### src/rtl/iterative_alu.sv
`default_nettype none
// ============================================================================
// Module   : iterative_alu
// Brief    : EX-stage ALU; single-cycle logic/arith/branch ops, bit-serial shifts.
// Revision : 1.0 - initial release
// ============================================================================
module iterative_alu #(
    parameter int DATA_WIDTH = 32
) (
    input  logic                  clk,
    input  logic                  reset,
    input  logic                  start,
    input  logic [3:0]            Operation,
    input  logic [DATA_WIDTH-1:0] SrcA,
    input  logic [DATA_WIDTH-1:0] SrcB,
    output logic                  busy,
    output logic                  done,
    output logic [DATA_WIDTH-1:0] ALUResult,
    output logic                  Zero
);
    localparam int SHW = $clog2(DATA_WIDTH);

    localparam logic [3:0] c_OP_AND = 4'b0000;
    localparam logic [3:0] c_OP_XOR = 4'b0001;
    localparam logic [3:0] c_OP_OR  = 4'b0011;
    localparam logic [3:0] c_OP_ADD = 4'b0100;
    localparam logic [3:0] c_OP_SUB = 4'b0010;
    localparam logic [3:0] c_OP_SLL = 4'b1001;
    localparam logic [3:0] c_OP_SRL = 4'b1100;
    localparam logic [3:0] c_OP_SRA = 4'b0111;
    localparam logic [3:0] c_OP_SLT = 4'b1110;
    localparam logic [3:0] c_OP_LUI = 4'b1010;
    localparam logic [3:0] c_OP_BEQ = 4'b1000;
    localparam logic [3:0] c_OP_BNE = 4'b0110;
    localparam logic [3:0] c_OP_BLT = 4'b1101;
    localparam logic [3:0] c_OP_BGE = 4'b0101;

    typedef enum logic [0:0] {
        S_IDLE  = 1'b0,
        S_SHIFT = 1'b1
    } state_t;

    state_t                r_state;
    logic [3:0]            r_op;
    logic [DATA_WIDTH-1:0] r_work;
    logic [SHW-1:0]        r_cnt;
    logic                  r_busy;
    logic                  r_done;
    logic [DATA_WIDTH-1:0] r_result;
    logic                  r_zero;

    logic [DATA_WIDTH-1:0] w_result;
    logic                  w_zero;
    logic                  w_is_shift;
    logic [SHW-1:0]        w_shamt;
    logic [DATA_WIDTH-1:0] w_shifted;
    logic                  w_lt;

    assign w_shamt    = SrcB[SHW-1:0];
    assign w_is_shift = (Operation == c_OP_SLL) || (Operation == c_OP_SRL) ||
                        (Operation == c_OP_SRA);
    assign w_lt       = $signed(SrcA) < $signed(SrcB);

    // Single-cycle ops; a shift by zero lands here and simply passes A through.
    always_comb begin
        w_result = '0;
        w_zero   = 1'b0;
        case (Operation)
            c_OP_AND: w_result = SrcA & SrcB;
            c_OP_XOR: w_result = SrcA ^ SrcB;
            c_OP_OR:  w_result = SrcA | SrcB;
            c_OP_ADD: w_result = SrcA + SrcB;
            c_OP_SUB: w_result = SrcA - SrcB;
            c_OP_SLL, c_OP_SRL, c_OP_SRA: w_result = SrcA;
            c_OP_SLT: w_result = {{(DATA_WIDTH-1){1'b0}}, w_lt};
            c_OP_LUI: w_result = SrcB;
            c_OP_BEQ: w_result = {{(DATA_WIDTH-1){1'b0}}, (SrcA == SrcB)};
            c_OP_BNE: w_result = {{(DATA_WIDTH-1){1'b0}}, (SrcA != SrcB)};
            c_OP_BLT: w_result = {{(DATA_WIDTH-1){1'b0}}, w_lt};
            c_OP_BGE: w_result = {{(DATA_WIDTH-1){1'b0}}, ~w_lt};
            default:  w_result = '0;
        endcase
        case (Operation)
            c_OP_BEQ, c_OP_BNE, c_OP_BLT, c_OP_BGE: w_zero = w_result[0];
            default:                                w_zero = (w_result == '0);
        endcase
    end

    always_comb begin
        w_shifted = r_work;
        case (r_op)
            c_OP_SLL: w_shifted = {r_work[DATA_WIDTH-2:0], 1'b0};
            c_OP_SRL: w_shifted = {1'b0, r_work[DATA_WIDTH-1:1]};
            c_OP_SRA: w_shifted = {r_work[DATA_WIDTH-1], r_work[DATA_WIDTH-1:1]};
            default:  w_shifted = r_work;
        endcase
    end

    always_ff @(posedge clk) begin
        if (!reset) begin
            r_state  <= S_IDLE;
            r_op     <= '0;
            r_work   <= '0;
            r_cnt    <= '0;
            r_busy   <= 1'b0;
            r_done   <= 1'b0;
            r_result <= '0;
            r_zero   <= 1'b0;
        end else begin
            r_done <= 1'b0;
            case (r_state)
                S_IDLE: begin
                    if (start) begin
                        if (w_is_shift && (w_shamt != '0)) begin
                            r_work  <= SrcA;
                            r_op    <= Operation;
                            r_cnt   <= w_shamt;
                            r_busy  <= 1'b1;
                            r_state <= S_SHIFT;
                        end else begin
                            r_result <= w_result;
                            r_zero   <= w_zero;
                            r_done   <= 1'b1;
                        end
                    end
                end
                S_SHIFT: begin
                    r_work <= w_shifted;
                    r_cnt  <= r_cnt - SHW'(1);
                    // Last step: the shifted value is final, complete now.
                    if (r_cnt == SHW'(1)) begin
                        r_result <= w_shifted;
                        r_zero   <= (w_shifted == '0);
                        r_done   <= 1'b1;
                        r_busy   <= 1'b0;
                        r_state  <= S_IDLE;
                    end
                end
                default: r_state <= S_IDLE;
            endcase
        end
    end

    assign busy      = r_busy;
    assign done      = r_done;
    assign ALUResult = r_result;
    assign Zero      = r_zero;
endmodule
`default_nettype wire
### config.mk
export PLATFORM = sky130hd
export DESIGN_NAME = iterative_alu
export DESIGN_NICKNAME = d
export VERILOG_FILES = /design/src/rtl/iterative_alu.sv
export SDC_FILE = /design/constraint.sdc
export NUM_CORES = 1
export LEC_CHECK = 0
export ABC_AREA = 1
export BUFFER_PORTS_ARGS = -buffer_cell sky130_fd_sc_hd__buf_2
export CAP_MARGIN = 25
export CORE_ASPECT_RATIO = 2
export CORE_MARGIN = 2
export CORE_UTILIZATION = 35
export DETAILED_ROUTE_END_ITERATION = 16
export GPL_ROUTABILITY_DRIVEN = 0
export PLACE_DENSITY = 0.56
export SETUP_SLACK_MARGIN = 0.02
export SLEW_MARGIN = 25
export SYNTH_ARGS = -nofsm -noshare
export SYNTH_HDL_FRONTEND = slang
export SYNTH_SLANG_ARGS = --single-unit
export TNS_END_PERCENT = 100
### constraint.sdc
create_clock -name clk -period 7.87 [get_ports clk]
set_clock_uncertainty 0.1 [all_clocks]
set_input_delay 1.574 -clock clk [delete_from_list [all_inputs] [get_ports clk]]
set_output_delay 1.574 -clock clk [all_outputs]
set_load 0.005 [all_outputs]
==> reports/qor.tcl <==
set qor(synth_flop_cell) {sky130_fd_sc_hd__dfxtp_1}
set qor(layout.core_utilization) 0.390
set qor(final_hold_viol_count) 0
set qor(areaGrowthSynthToFinish_pct) 9.76
set qor(gr-total-overflow) 0
set qor(worst_pin_slew_ps) 1170
set qor(mostFrequentLayoutCells) {sky130_fd_sc_hd__nand2_1, sky130_fd_sc_hd__inv_1, sky130_fd_sc_hd__nor2_1}
set qor(critPathArrivalTime_ps) 4760
set qor(die_footprint_mm2) 0.0342
set qor(design.portCount) 106
set qor(initialDrtViolationCount) 1287
set qor(first_pass_iteration_count_of_the_detailed_router) 6
set qor(worstPathRequired_ps) 8030
set qor(yosysTopAreaCell) {sky130_fd_sc_hd__nand2_1}
set qor(latest_clock_arrival_within_the_worst_skew_pair_ps) 370
set qor(grt_setup_unrepaired) {false}
set qor(syn-cell-area_mm2) 0.0114
set qor(ys_warn_count) 0
set qor(cellLeakagePower_nw) 7.05
set qor(yosysUniqueCellTypes) 42
set qor(global_route_wire_length_before_repair_mm) 80.2
set qor(detail_route.wl_per_cell_um) 20.9
set qor(antenna_violating_nets_post_route) 0
set qor(netlist.area_leader.share) 0.229
set qor(die_height_um) 260
set qor(cp-start-kind) {input port}
set qor(number_of_antenna_violations_at_the_first_check_in_global_routing) 0
set qor(numPortBuffers) 105
set qor(report.final.setup_viol) 0
set qor(power_density_mw_per_mm2) 134
set qor(half_perimeter_wire_length_of_the_detailed_placement_result_mm) 43.9
set qor(core_mm2) 0.0322
set qor(layout_min_cycle_time_ps) 4600
set qor(critPathCaptureType) {flop}
set qor(cts_tree) {built}
set qor(num-nets-final) 2359
set qor(synth-edff-count) 0
set qor(netSwitchingPower_uw) 710
set qor(cts_max_path_buffers) 2
set qor(globalRouteTotalUtil) 0.311
set qor(layout-drive-gt1-share) 0.0711
set qor(num_vias) 14300
set qor(number_of_clock_sinks_seen_by_cts) 77
set qor(ys_top_cells_by_area) {sky130_fd_sc_hd__nand2_1, sky130_fd_sc_hd__dfxtp_1, sky130_fd_sc_hd__inv_1}
set qor(fillerInstances) 3657
set qor(ys_seq_elements) 77
set qor(mappedNetlistNets) 2318
set qor(cts.clk_slew.worst_paths_ps) 60
set qor(worst_slew_margin_rel) 0.220
set qor(peakVddDrop_mv) 0.126
set qor(hold_class) {flop to flop}
set qor(via_cell_ratio) 5.48
set qor(antenna-diode-count) 0
set qor(grt_max_degree) 71
set qor(first_global_vias) 13800
set qor(route.detailed.drc) 0
set qor(cell_internal_pwr_uw) 968
set qor(postCtsSetupBuffers) 0
set qor(post_cts_resized) 0
set qor(synth.avg_cell_area_um2) 5.36
set qor(htree_levels) 3
set qor(placement_rows) 93
set qor(ys_seq_area_frac) 0.135
set qor(fmaxAchievable_mhz) 217
set qor(path_max_fanout) 33
set qor(wirelength_mm) 54.6
set qor(run_status) {completed}
set qor(drv_cap) 0
set qor(cts_root_buffer) {sky130_fd_sc_hd__clkbuf_16}
set qor(holdBufCountCts) 0
set qor(dp_worst_setup_slack_ps) 2990
set qor(power.share.clock) 0.316
set qor(die_w_um) 132
set qor(setup-tns-final_ps) 0
set qor(p_comb_frac) 0.423
set qor(initial_utilization) 0.355
set qor(layout_worst_path_cycle_share) 0.584
set qor(cts_made_buffers) 9
set qor(async_sr_flop_fraction) 0
set qor(layout.cells.most_common) {sky130_fd_sc_hd__nand2_1}
set qor(power.switching_fraction) 0.423
set qor(worstSetupPathType) {input port to flop}
set qor(power_frac_seq) 0.261
set qor(report.final.slew_viol_count) 0
set qor(fin_worst_setup_slack_ps) 3270
set qor(post_synth_inst_count) 2135
per-layer routing:
layer | share of wire | GRT usage | vias to the layer above | wire length (um)
met5 | 0 | 0 | - | 0
met2 | 0.48 | 0.546 | 682 | 26200
met4 | 0.13 | 0.340 | 0 | 6940
met1 | 0.33 | 0.291 | 6495 | 18200
met3 | 0.059 | 0.0507 | 285 | 3210
li1 | - | - | 6822 | -
final cells by class:
| class | instances | area, um^2 | area share |
|---|---|---|---|
| multi-input cells | 1567 | 8000 | 0.637 |
| flip-flops and latches | 77 | 1540 | 0.123 |
| inverters | 408 | 1530 | 0.122 |
| repair buffers | 113 | 586 | 0.0466 |
| well taps | 427 | 534 | 0.0425 |
| clock buffers | 10 | 239 | 0.0190 |
| clock inverters | 6 | 134 | 0.0107 |
power groups by stage:
stage / Clock (mW) / Combinational, mW / Sequential (mW)
global route: 0.552 / 0.773 / 0.440
finish: 0.530 / 0.710 / 0.438
global placement: 0 / 0.684 / 0.445
floorplan: 0 / 0.437 / 0.440
detailed placement: 0 / 0.687 / 0.446
CTS: 0.534 / 0.690 / 0.437
sequential cells by signal, indices dropped and copies added, names as in the netlist:
signal,count
ALUResult,32
Zero,1
busy,1
done,1
r_cnt,5
r_op,4
r_state,1
r_work,32
metrics by stage:
stage               cells  total power [mW]  hold slack [ps]  area (um^2)
floorplan            2135             0.877              344        11400
global placement     2592              1.13              334        12200
detailed placement   2592              1.13              338        12200
CTS                  2608              1.66              347        12600
global route         2608              1.76              382        12600
finish               2608              1.68              345        12600
critical path, cell delays in order:
cell	delay, ps
sky130_fd_sc_hd__buf_2	120
sky130_fd_sc_hd__inv_1	100
sky130_fd_sc_hd__nor2_1	520
sky130_fd_sc_hd__nand2_1	140
sky130_fd_sc_hd__nand3_2	100
sky130_fd_sc_hd__buf_4	420
sky130_fd_sc_hd__o21ai_1	210
sky130_fd_sc_hd__nor2_1	160
sky130_fd_sc_hd__nor2_1	100
sky130_fd_sc_hd__buf_4	240
sky130_fd_sc_hd__inv_2	500
sky130_fd_sc_hd__o221ai_1	340
sky130_fd_sc_hd__nand2_1	130
sky130_fd_sc_hd__inv_1	50
cell families after synthesis:
logic type               after synthesis  synth area share
AO/OA/AOI/OAI                        308             0.160
XOR/XNOR                               1          0.000766
adder cells (fa/ha/maj)              112             0.124
buffers and inverters                491             0.169
flip-flops                            77             0.135
AND/OR/NAND/NOR                     1146             0.412
path summary, 6_finish.rpt:
| check | to | cells after the start | start | slack [ps] |
|---|---|---|---|---|
| max reg2reg | Zero | 17 | r_op[1] | 4150 |
| min reg2reg | busy | 2 | busy | 350 |
| min | busy | 2 | busy | 350 |
| max | r_work[12] | 14 | Operation[3] | 3270 |
Yosys cell counts, drive strengths merged, types with 3 or more instances:
| library cell | n |
|---|---|
| o21ai | 109 |
| nand2 | 699 |
| nor3 | 13 |
| a31oi | 32 |
| o22ai | 29 |
| nand3 | 185 |
| buf | 59 |
| nand4 | 30 |
| o21bai | 6 |
| dfxtp | 77 |
| a21oi | 68 |
| nand3b | 4 |
| o221ai | 18 |
| nor4 | 3 |
| nor2 | 200 |
| a211o | 7 |
| ha | 110 |
| clkbuf | 24 |
| o211ai | 17 |
| inv | 408 |
| and2 | 7 |
| a22oi | 15 |
(Power assumes the default switching activity.)
